## src/rtl/systolic_pkg.sv

```systemverilog
// rtl/systolic_pkg.sv - shared widths and lane helpers for the systolic array datapath
package systolic_pkg;

   // Default processing-element accumulator width and array width.
   localparam int ACCUMULATOR_WIDTH_DEF = 32;
   localparam int COLS_DEF              = 4;

   // Bit offset of a column lane inside a packed bottom-row bus.
   function automatic int lane_lsb(input int lane, input int aw);
      return lane * aw;
   endfunction

   // Counter width that never collapses to zero bits.
   function automatic int cnt_width(input int n);
      return (n > 1) ? $clog2(n) : 1;
   endfunction

endpackage

```

## src/rtl/sync_fifo.sv

```systemverilog
// rtl/sync_fifo.sv - single-clock row FIFO with registered storage and occupancy count
module sync_fifo
   import systolic_pkg::*;
#(
   parameter int WIDTH = 129,
   parameter int DEPTH = 8
) (
   input  logic                     clk,
   input  logic                     arst,
   input  logic                     srst,
   input  logic                     push,
   input  logic [WIDTH-1:0]         wdata,
   input  logic                     pop,
   output logic [WIDTH-1:0]         rdata,
   output logic                     full,
   output logic                     empty,
   output logic [$clog2(DEPTH):0]   count
);

   localparam int PW = $clog2(DEPTH);
   localparam int CW = PW + 1;

   logic [WIDTH-1:0] mem_q [DEPTH];
   logic [PW-1:0]    wr_ptr_q;
   logic [PW-1:0]    rd_ptr_q;
   logic [CW-1:0]    count_q;
   logic [CW-1:0]    count_d;
   logic             do_push;
   logic             do_pop;

   assign full    = (count_q == CW'(DEPTH));
   assign empty   = (count_q == '0);
   assign count   = count_q;
   assign do_pop  = pop & ~empty;
   // A write into a full FIFO only lands when the head leaves in the same cycle.
   assign do_push = push & (~full | do_pop);
   // Head entry read straight from storage; nothing from the write side reaches it.
   assign rdata   = mem_q[rd_ptr_q];

   // Next occupancy from the accepted push/pop pair.
   always_comb begin
      count_d = count_q;
      if (do_push && !do_pop) begin
         count_d = count_q + 1'b1;
      end else if (do_pop && !do_push) begin
         count_d = count_q - 1'b1;
      end
   end

   // Pointers and occupancy; pointer width makes the wrap modulo DEPTH implicit.
   always_ff @(posedge clk or posedge arst) begin
      if (arst) begin
         wr_ptr_q <= '0;
         rd_ptr_q <= '0;
         count_q  <= '0;
      end else if (srst) begin
         wr_ptr_q <= '0;
         rd_ptr_q <= '0;
         count_q  <= '0;
      end else begin
         if (do_push) wr_ptr_q <= wr_ptr_q + 1'b1;
         if (do_pop)  rd_ptr_q <= rd_ptr_q + 1'b1;
         count_q <= count_d;
      end
   end

   // Storage is cleared too so the presented row reads as zero after reset.
   always_ff @(posedge clk or posedge arst) begin
      if (arst) begin
         for (int k = 0; k < DEPTH; k++) mem_q[k] <= '0;
      end else if (srst) begin
         for (int k = 0; k < DEPTH; k++) mem_q[k] <= '0;
      end else if (do_push) begin
         mem_q[wr_ptr_q] <= wdata;
      end
   end

endmodule

```

## src/rtl/systolic_output_collector.sv

```systemverilog
// rtl/systolic_output_collector.sv - deskews the bottom array row into whole rows and streams them out
module systolic_output_collector
   import systolic_pkg::*;
#(
   parameter int COLS              = COLS_DEF,
   parameter int ACCUMULATOR_WIDTH = ACCUMULATOR_WIDTH_DEF,
   parameter int ROWS_PER_TILE     = 4,
   parameter int FIFO_DEPTH        = 8
) (
   input  logic                              CLK,
   input  logic                              ASYNC_RST,
   input  logic                              SYNC_RST,
   input  logic                              EN,
   input  logic                              IN_VALID,
   input  logic [COLS*ACCUMULATOR_WIDTH-1:0] PSUM_IN,
   output logic [COLS*ACCUMULATOR_WIDTH-1:0] OUT_DATA,
   output logic                              OUT_VALID,
   output logic                              OUT_LAST,
   input  logic                              OUT_READY,
   output logic                              STALL,
   output logic                              OVERFLOW
);

   localparam int AW  = ACCUMULATOR_WIDTH;
   localparam int DW  = COLS * AW;
   localparam int RCW = cnt_width(ROWS_PER_TILE);
   localparam int CW  = $clog2(FIFO_DEPTH) + 1;

   logic [COLS-2:0] vpipe_q;
   logic [COLS-2:0] vpipe_d;
   logic [DW-1:0]   aligned_row;
   logic            row_push;
   logic            row_last;
   logic [RCW-1:0]  row_cnt_q;
   logic [RCW-1:0]  row_cnt_d;
   logic            overflow_q;
   logic            overflow_d;
   logic [DW:0]     fifo_rdata;
   logic            fifo_full;
   logic            fifo_empty;
   logic [CW-1:0]   fifo_count;

   // Valid marker shifts one stage per enabled cycle, entering at stage 0.
   always_comb begin
      vpipe_d    = vpipe_q;
      vpipe_d[0] = IN_VALID;
      for (int k = 1; k < COLS - 1; k++) vpipe_d[k] = vpipe_q[k-1];
   end

   // Valid pipe freezes with the array when EN is low.
   always_ff @(posedge CLK or posedge ASYNC_RST) begin
      if (ASYNC_RST) begin
         vpipe_q <= '0;
      end else if (SYNC_RST) begin
         vpipe_q <= '0;
      end else if (EN) begin
         vpipe_q <= vpipe_d;
      end
   end

   // Lane c arrives c cycles late, so it is held back COLS-1-c stages to line up with the last lane.
   for (genvar c = 0; c < COLS; c++) begin : g_lane
      localparam int D   = COLS - 1 - c;
      localparam int LSB = lane_lsb(c, AW);
      if (D == 0) begin : g_direct
         assign aligned_row[LSB +: AW] = PSUM_IN[LSB +: AW];
      end else begin : g_pipe
         logic [AW-1:0] pipe_q [D];
         // Lane delay line, frozen together with the valid pipe.
         always_ff @(posedge CLK or posedge ASYNC_RST) begin
            if (ASYNC_RST) begin
               for (int k = 0; k < D; k++) pipe_q[k] <= '0;
            end else if (SYNC_RST) begin
               for (int k = 0; k < D; k++) pipe_q[k] <= '0;
            end else if (EN) begin
               pipe_q[0] <= PSUM_IN[LSB +: AW];
               for (int k = 1; k < D; k++) pipe_q[k] <= pipe_q[k-1];
            end
         end
         assign aligned_row[LSB +: AW] = pipe_q[D-1];
      end
   end

   assign row_push = EN & vpipe_q[COLS-2];
   assign row_last = (row_cnt_q == RCW'(ROWS_PER_TILE - 1));

   // Row position within the tile advances on every aligned row, kept or dropped.
   always_comb begin
      row_cnt_d = row_cnt_q;
      if (row_push) begin
         row_cnt_d = row_last ? '0 : row_cnt_q + 1'b1;
      end
   end

   // A drop needs a full FIFO with no departing head this cycle.
   always_comb begin
      overflow_d = overflow_q;
      if (row_push && fifo_full && !OUT_READY) overflow_d = 1'b1;
   end

   // Row counter and sticky overflow flag.
   always_ff @(posedge CLK or posedge ASYNC_RST) begin
      if (ASYNC_RST) begin
         row_cnt_q  <= '0;
         overflow_q <= 1'b0;
      end else if (SYNC_RST) begin
         row_cnt_q  <= '0;
         overflow_q <= 1'b0;
      end else begin
         row_cnt_q  <= row_cnt_d;
         overflow_q <= overflow_d;
      end
   end

   sync_fifo #(
      .WIDTH (DW + 1),
      .DEPTH (FIFO_DEPTH)
   ) u_fifo (
      .clk   (CLK),
      .arst  (ASYNC_RST),
      .srst  (SYNC_RST),
      .push  (row_push),
      .wdata ({row_last, aligned_row}),
      .pop   (OUT_READY),
      .rdata (fifo_rdata),
      .full  (fifo_full),
      .empty (fifo_empty),
      .count (fifo_count)
   );

   assign OUT_VALID = ~fifo_empty;
   assign OUT_DATA  = fifo_rdata[DW-1:0];
   assign OUT_LAST  = fifo_rdata[DW];
   assign OVERFLOW  = overflow_q;
   // Headroom of COLS rows absorbs rows already inside the deskew pipes plus the controller's reaction cycle.
   assign STALL     = (fifo_count >= CW'(FIFO_DEPTH - COLS));

endmodule
```

## config.mk

```make
export PLATFORM = sky130hd
export DESIGN_NAME = systolic_output_collector
export DESIGN_NICKNAME = d
export VERILOG_FILES = /design/src/rtl/systolic_pkg.sv /design/src/rtl/sync_fifo.sv /design/src/rtl/systolic_output_collector.sv
export SDC_FILE = /design/constraint.sdc
export NUM_CORES = 2
export LEC_CHECK = 0
export BUFFER_PORTS_ARGS = -buffer_cell sky130_fd_sc_hd__clkbuf_2
export CORE_UTILIZATION = 60
export CTS_CLUSTER_SIZE = 12
export DETAILED_ROUTE_END_ITERATION = 7
export GPL_ROUTABILITY_DRIVEN = 1
export PLACE_DENSITY = 0.78
export SETUP_SLACK_MARGIN = 0.5
export SYNTH_ARGS = -nofsm -noshare
export SYNTH_HDL_FRONTEND = slang
export SYNTH_SLANG_ARGS = --single-unit
```

## constraint.sdc

```tcl
create_clock -name CLK -period 51 [get_ports CLK]
set_clock_uncertainty 0.15 [all_clocks]
set_input_delay 10.2 -clock CLK [delete_from_list [all_inputs] [get_ports CLK]]
set_output_delay 10.2 -clock CLK [all_outputs]
set_load 0.1 [all_outputs]
```

==> flow_metrics.env <==
export IMPL_portBuffers=265
export IMPL_cts_buffers_inserted=130
export IMPL_grt_usage_pct=32.5
export IMPL_syn_nets=5946
export IMPL_hold_buffers=0
export IMPL_yosysMostFrequentCell="nand2_1"
export IMPL_fmax_mhz=65.2
export IMPL_dp_slack_ps=35290
export IMPL_synth_top_area_share_pct=52.1
export IMPL_cts_root_buf="clkbuf_16"
export IMPL_first_global_vias=44300
export IMPL_fp_dieArea_um2=101000
export IMPL_syn_inst=5806
export IMPL_stdcell_count=7047
export IMPL_hold_path_class="flip-flop to flip-flop"
export IMPL_cts_sinks=1240
export IMPL_hold_ws_ps=354
export IMPL_nets=5823
export IMPL_overflow=0
export IMPL_antenna_found_initial=7
export IMPL_fin_crit_ps=15340
export IMPL_syn2layout_area_growth_pct=7.49
export IMPL_crit_slowest_cell="dfrtp_4"
export IMPL_drive_gt1_share_pct=24.7
export IMPL_power_density_nw_per_um2=33.1
export IMPL_ys_seq_area_share_pct=52.1
export IMPL_die_h_um=317
export IMPL_clk_insertion_delay_late_ps=740
export IMPL_path_common_cell="buf_4"
export IMPL_chipWidth_um=317
export IMPL_setup_slack_ps=35660
export IMPL_critPathBufInv=3
export IMPL_ys_top_cells_by_area="dfrtp_1 (52%), nand2_1 (12%), mux4_2 (9.7%)"
export IMPL_fp_coreArea_um2=98400
export IMPL_synth_edff_count=0
export IMPL_power_static_leakage_nw=26.6
export IMPL_pin_count=266
export IMPL_wire_per_inst_um=23.0
export IMPL_drv_slew=0
export IMPL_power_frac_clock_pct=43.2
export IMPL_cts_setup_buffers=0
export IMPL_rsz0062_at_grt="no"
export IMPL_yosys_warnings=0
export IMPL_p_sw_share_pct=25.1
export IMPL_first_pass_iters=6
export IMPL_combinationalPowerShare_pct=8.9
export IMPL_synthTopCellsByCount="nand2_1 (1874), dfrtp_1 (1240), a21oi_1 (743)"
export IMPL_outcome="finished, final reports clean"
export IMPL_finalCoreUtilization_pct=65.1
export IMPL_vias=44000
export IMPL_setup_viol=0
export IMPL_grt_pass1_wl_mm=252
export IMPL_cp_end_kind="output pin"
export IMPL_crit_path_cell_trace="buf_4 > buf_4 > mux4_2 > mux2_2 > clkbuf_2"
export IMPL_synth_area_leader_cell="dfrtp_1"
export IMPL_relSlewSlack_pct=17.1
export IMPL_p_int_mw=1.59
export IMPL_fin_tns_setup_ps=0
export IMPL_synthFlopType="dfrtp_1"
export IMPL_worst_pin_slew_ps=1240
export IMPL_irDropWorstVdd_mv=0.0762
export IMPL_worstPathRequired_ps=40650
export IMPL_synth_area_um2=59600
export IMPL_avgSynthCellArea_um2=10.3
export IMPL_wl_mm=162
export IMPL_ant_nets=0
export IMPL_crit_arrival_ps=4990
export IMPL_cp_top_family="buffers and inverters"
export IMPL_placedCellCount=6838
export IMPL_cts_buffer_depth=3
export IMPL_path_class="flip-flop to output pin"
export IMPL_seqPwrFrac_pct=47.9
export IMPL_start_util_pct=60.6
export IMPL_critical_path_max_fanout=47
export IMPL_routabilityCongestion=0.793
export IMPL_cts_tree="yes"
export IMPL_switchingPower_uw=531
export IMPL_slowest_delay_ps=1100
export IMPL_drc_errors=0
export IMPL_synthArstFlopShare_pct=100
export IMPL_ys_ff_latch=1240
export IMPL_clkTransAtPathRegs_ps=60
export IMPL_cts_htree_levels=4
export IMPL_cts_repair_resized=0
export IMPL_fin_crit_sh_pct=30.1
export IMPL_drt_iter0_drc=5011
export IMPL_crit_path_start_kind="flip-flop"
export IMPL_dp_hpwl_mm=83.9
export IMPL_synth_cell_type_count=49
export IMPL_finalHoldViolCount=0
export IMPL_grt_max_degree=204
export IMPL_rows=115
export IMPL_via_per_inst=6.25
export IMPL_drv_cap=0
-- power by group through the flow --
stage	combinational, mW	clock (mW)	sequential [mW]
final	0.189	0.914	1.02
after floorplan	0.162	0	1.02
after detailed placement	0.190	0	1.03
after global routing	0.203	0.960	1.02
after CTS	0.191	0.923	1.01
after global placement	0.188	0	1.03
-- area by class of cell --
cell class / count / area (um^2)
fillers: 7403 / 34400
flip-flops and latches: 1240 / 31000
multi-input cells: 3968 / 25400
clock buffers: 192 / 3860
repair buffers: 338 / 1990
well taps: 1287 / 1610
clock inverters: 12 / 154
inverters: 5 / 26.3
diodes: 5 / 12.5
-- sequential cells by signal, summed over array words and instances, names as in the netlist --
signal,flops
u_fifo.mem_q,1032
g_lane.g_pipe.pipe_q,128
aligned_row,64
u_fifo.count,4
u_fifo.rd_ptr_q,3
u_fifo.wr_ptr_q,3
vpipe_q,3
row_cnt_q,2
OVERFLOW,1
-- path summary, 6_finish.rpt --
path,from,endpoint,slack [ps],depth (start not counted)
hold / removal,OVERFLOW,OVERFLOW,350,2
setup / recovery,u_fifo.rd_ptr_q[0],OUT_DATA[95],35660,5
setup reg to reg,u_fifo.count[0],u_fifo.mem_q[384],46330,7
hold reg to reg,OVERFLOW,OVERFLOW,350,2
max in group asynchronous,ASYNC_RST,u_fifo.mem_q[1007],36260,7
min in group asynchronous,ASYNC_RST,g_lane[1].g_pipe.pipe_q[39],9540,2
-- cells by family after synthesis --
logic type | after synthesis | share of synthesized area (%)
simple gates | 2299 | 15.5
flops | 1240 | 52.1
compound gates | 1074 | 11.2
buf+inv | 598 | 5.57
mux | 584 | 15.5
fa+ha+maj | 6 | 0.139
xor+xnor | 5 | 0.0735
-- stage by stage --
step	power [mW]	instance area, um^2
after floorplan	1.18	59600
after global placement	1.22	60000
after detailed placement	1.22	60000
after CTS	2.13	64100
after global routing	2.18	64100
final	2.12	64100
-- placed cells by master, fill, tap and decap left out, types with 3 or more instances in the layout --
master | netlist | layout
a211oi_4 | 0 | 8
a21o_1 | 3 | 3
a21oi_1 | 743 | 743
a21oi_2 | 300 | 300
buf_12 | 32 | 8
buf_4 | 11 | 65
bufinv_16 | 0 | 3
clkbuf_1 | 323 | 34
clkbuf_16 | 0 | 138
clkbuf_2 | 18 | 263
clkbuf_8 | 0 | 20
clkinv_2 | 0 | 6
dfrtp_1 | 1240 | 1237
dfrtp_4 | 0 | 3
diode_2 | 0 | 5
ha_1 | 5 | 5
inv_1 | 4 | 3
mux2_2 | 130 | 130
mux2i_1 | 196 | 196
mux4_2 | 258 | 258
nand2_1 | 1874 | 1874
nand2_2 | 200 | 200
nand3_1 | 4 | 4
nor2_1 | 205 | 205
o211ai_1 | 3 | 3
o211ai_4 | 3 | 6
xnor2_1 | 3 | 3
-- worst register-to-register path: stages (launching register included) --
cell	delay, ps
dfrtp_1	490
or3_1	720
o211ai_4	280
buf_4	810
buf_4	1030
buf_4	760
nand2_1	170
a21oi_1	180
-- layer usage --
| metal | track usage, % | vias up | share of wire [%] |
|---|---|---|---|
| li1 | - | 19100 | - |
| met1 | 45.7 | 22400 | 40 |
| met2 | 50.5 | 2164 | 48 |
| met3 | 6.88 | 371 | 9.6 |
| met4 | 11.7 | 8 | 3.1 |
| met5 | 0 | - | 0.038 |
(Power assumes the default switching activity.)
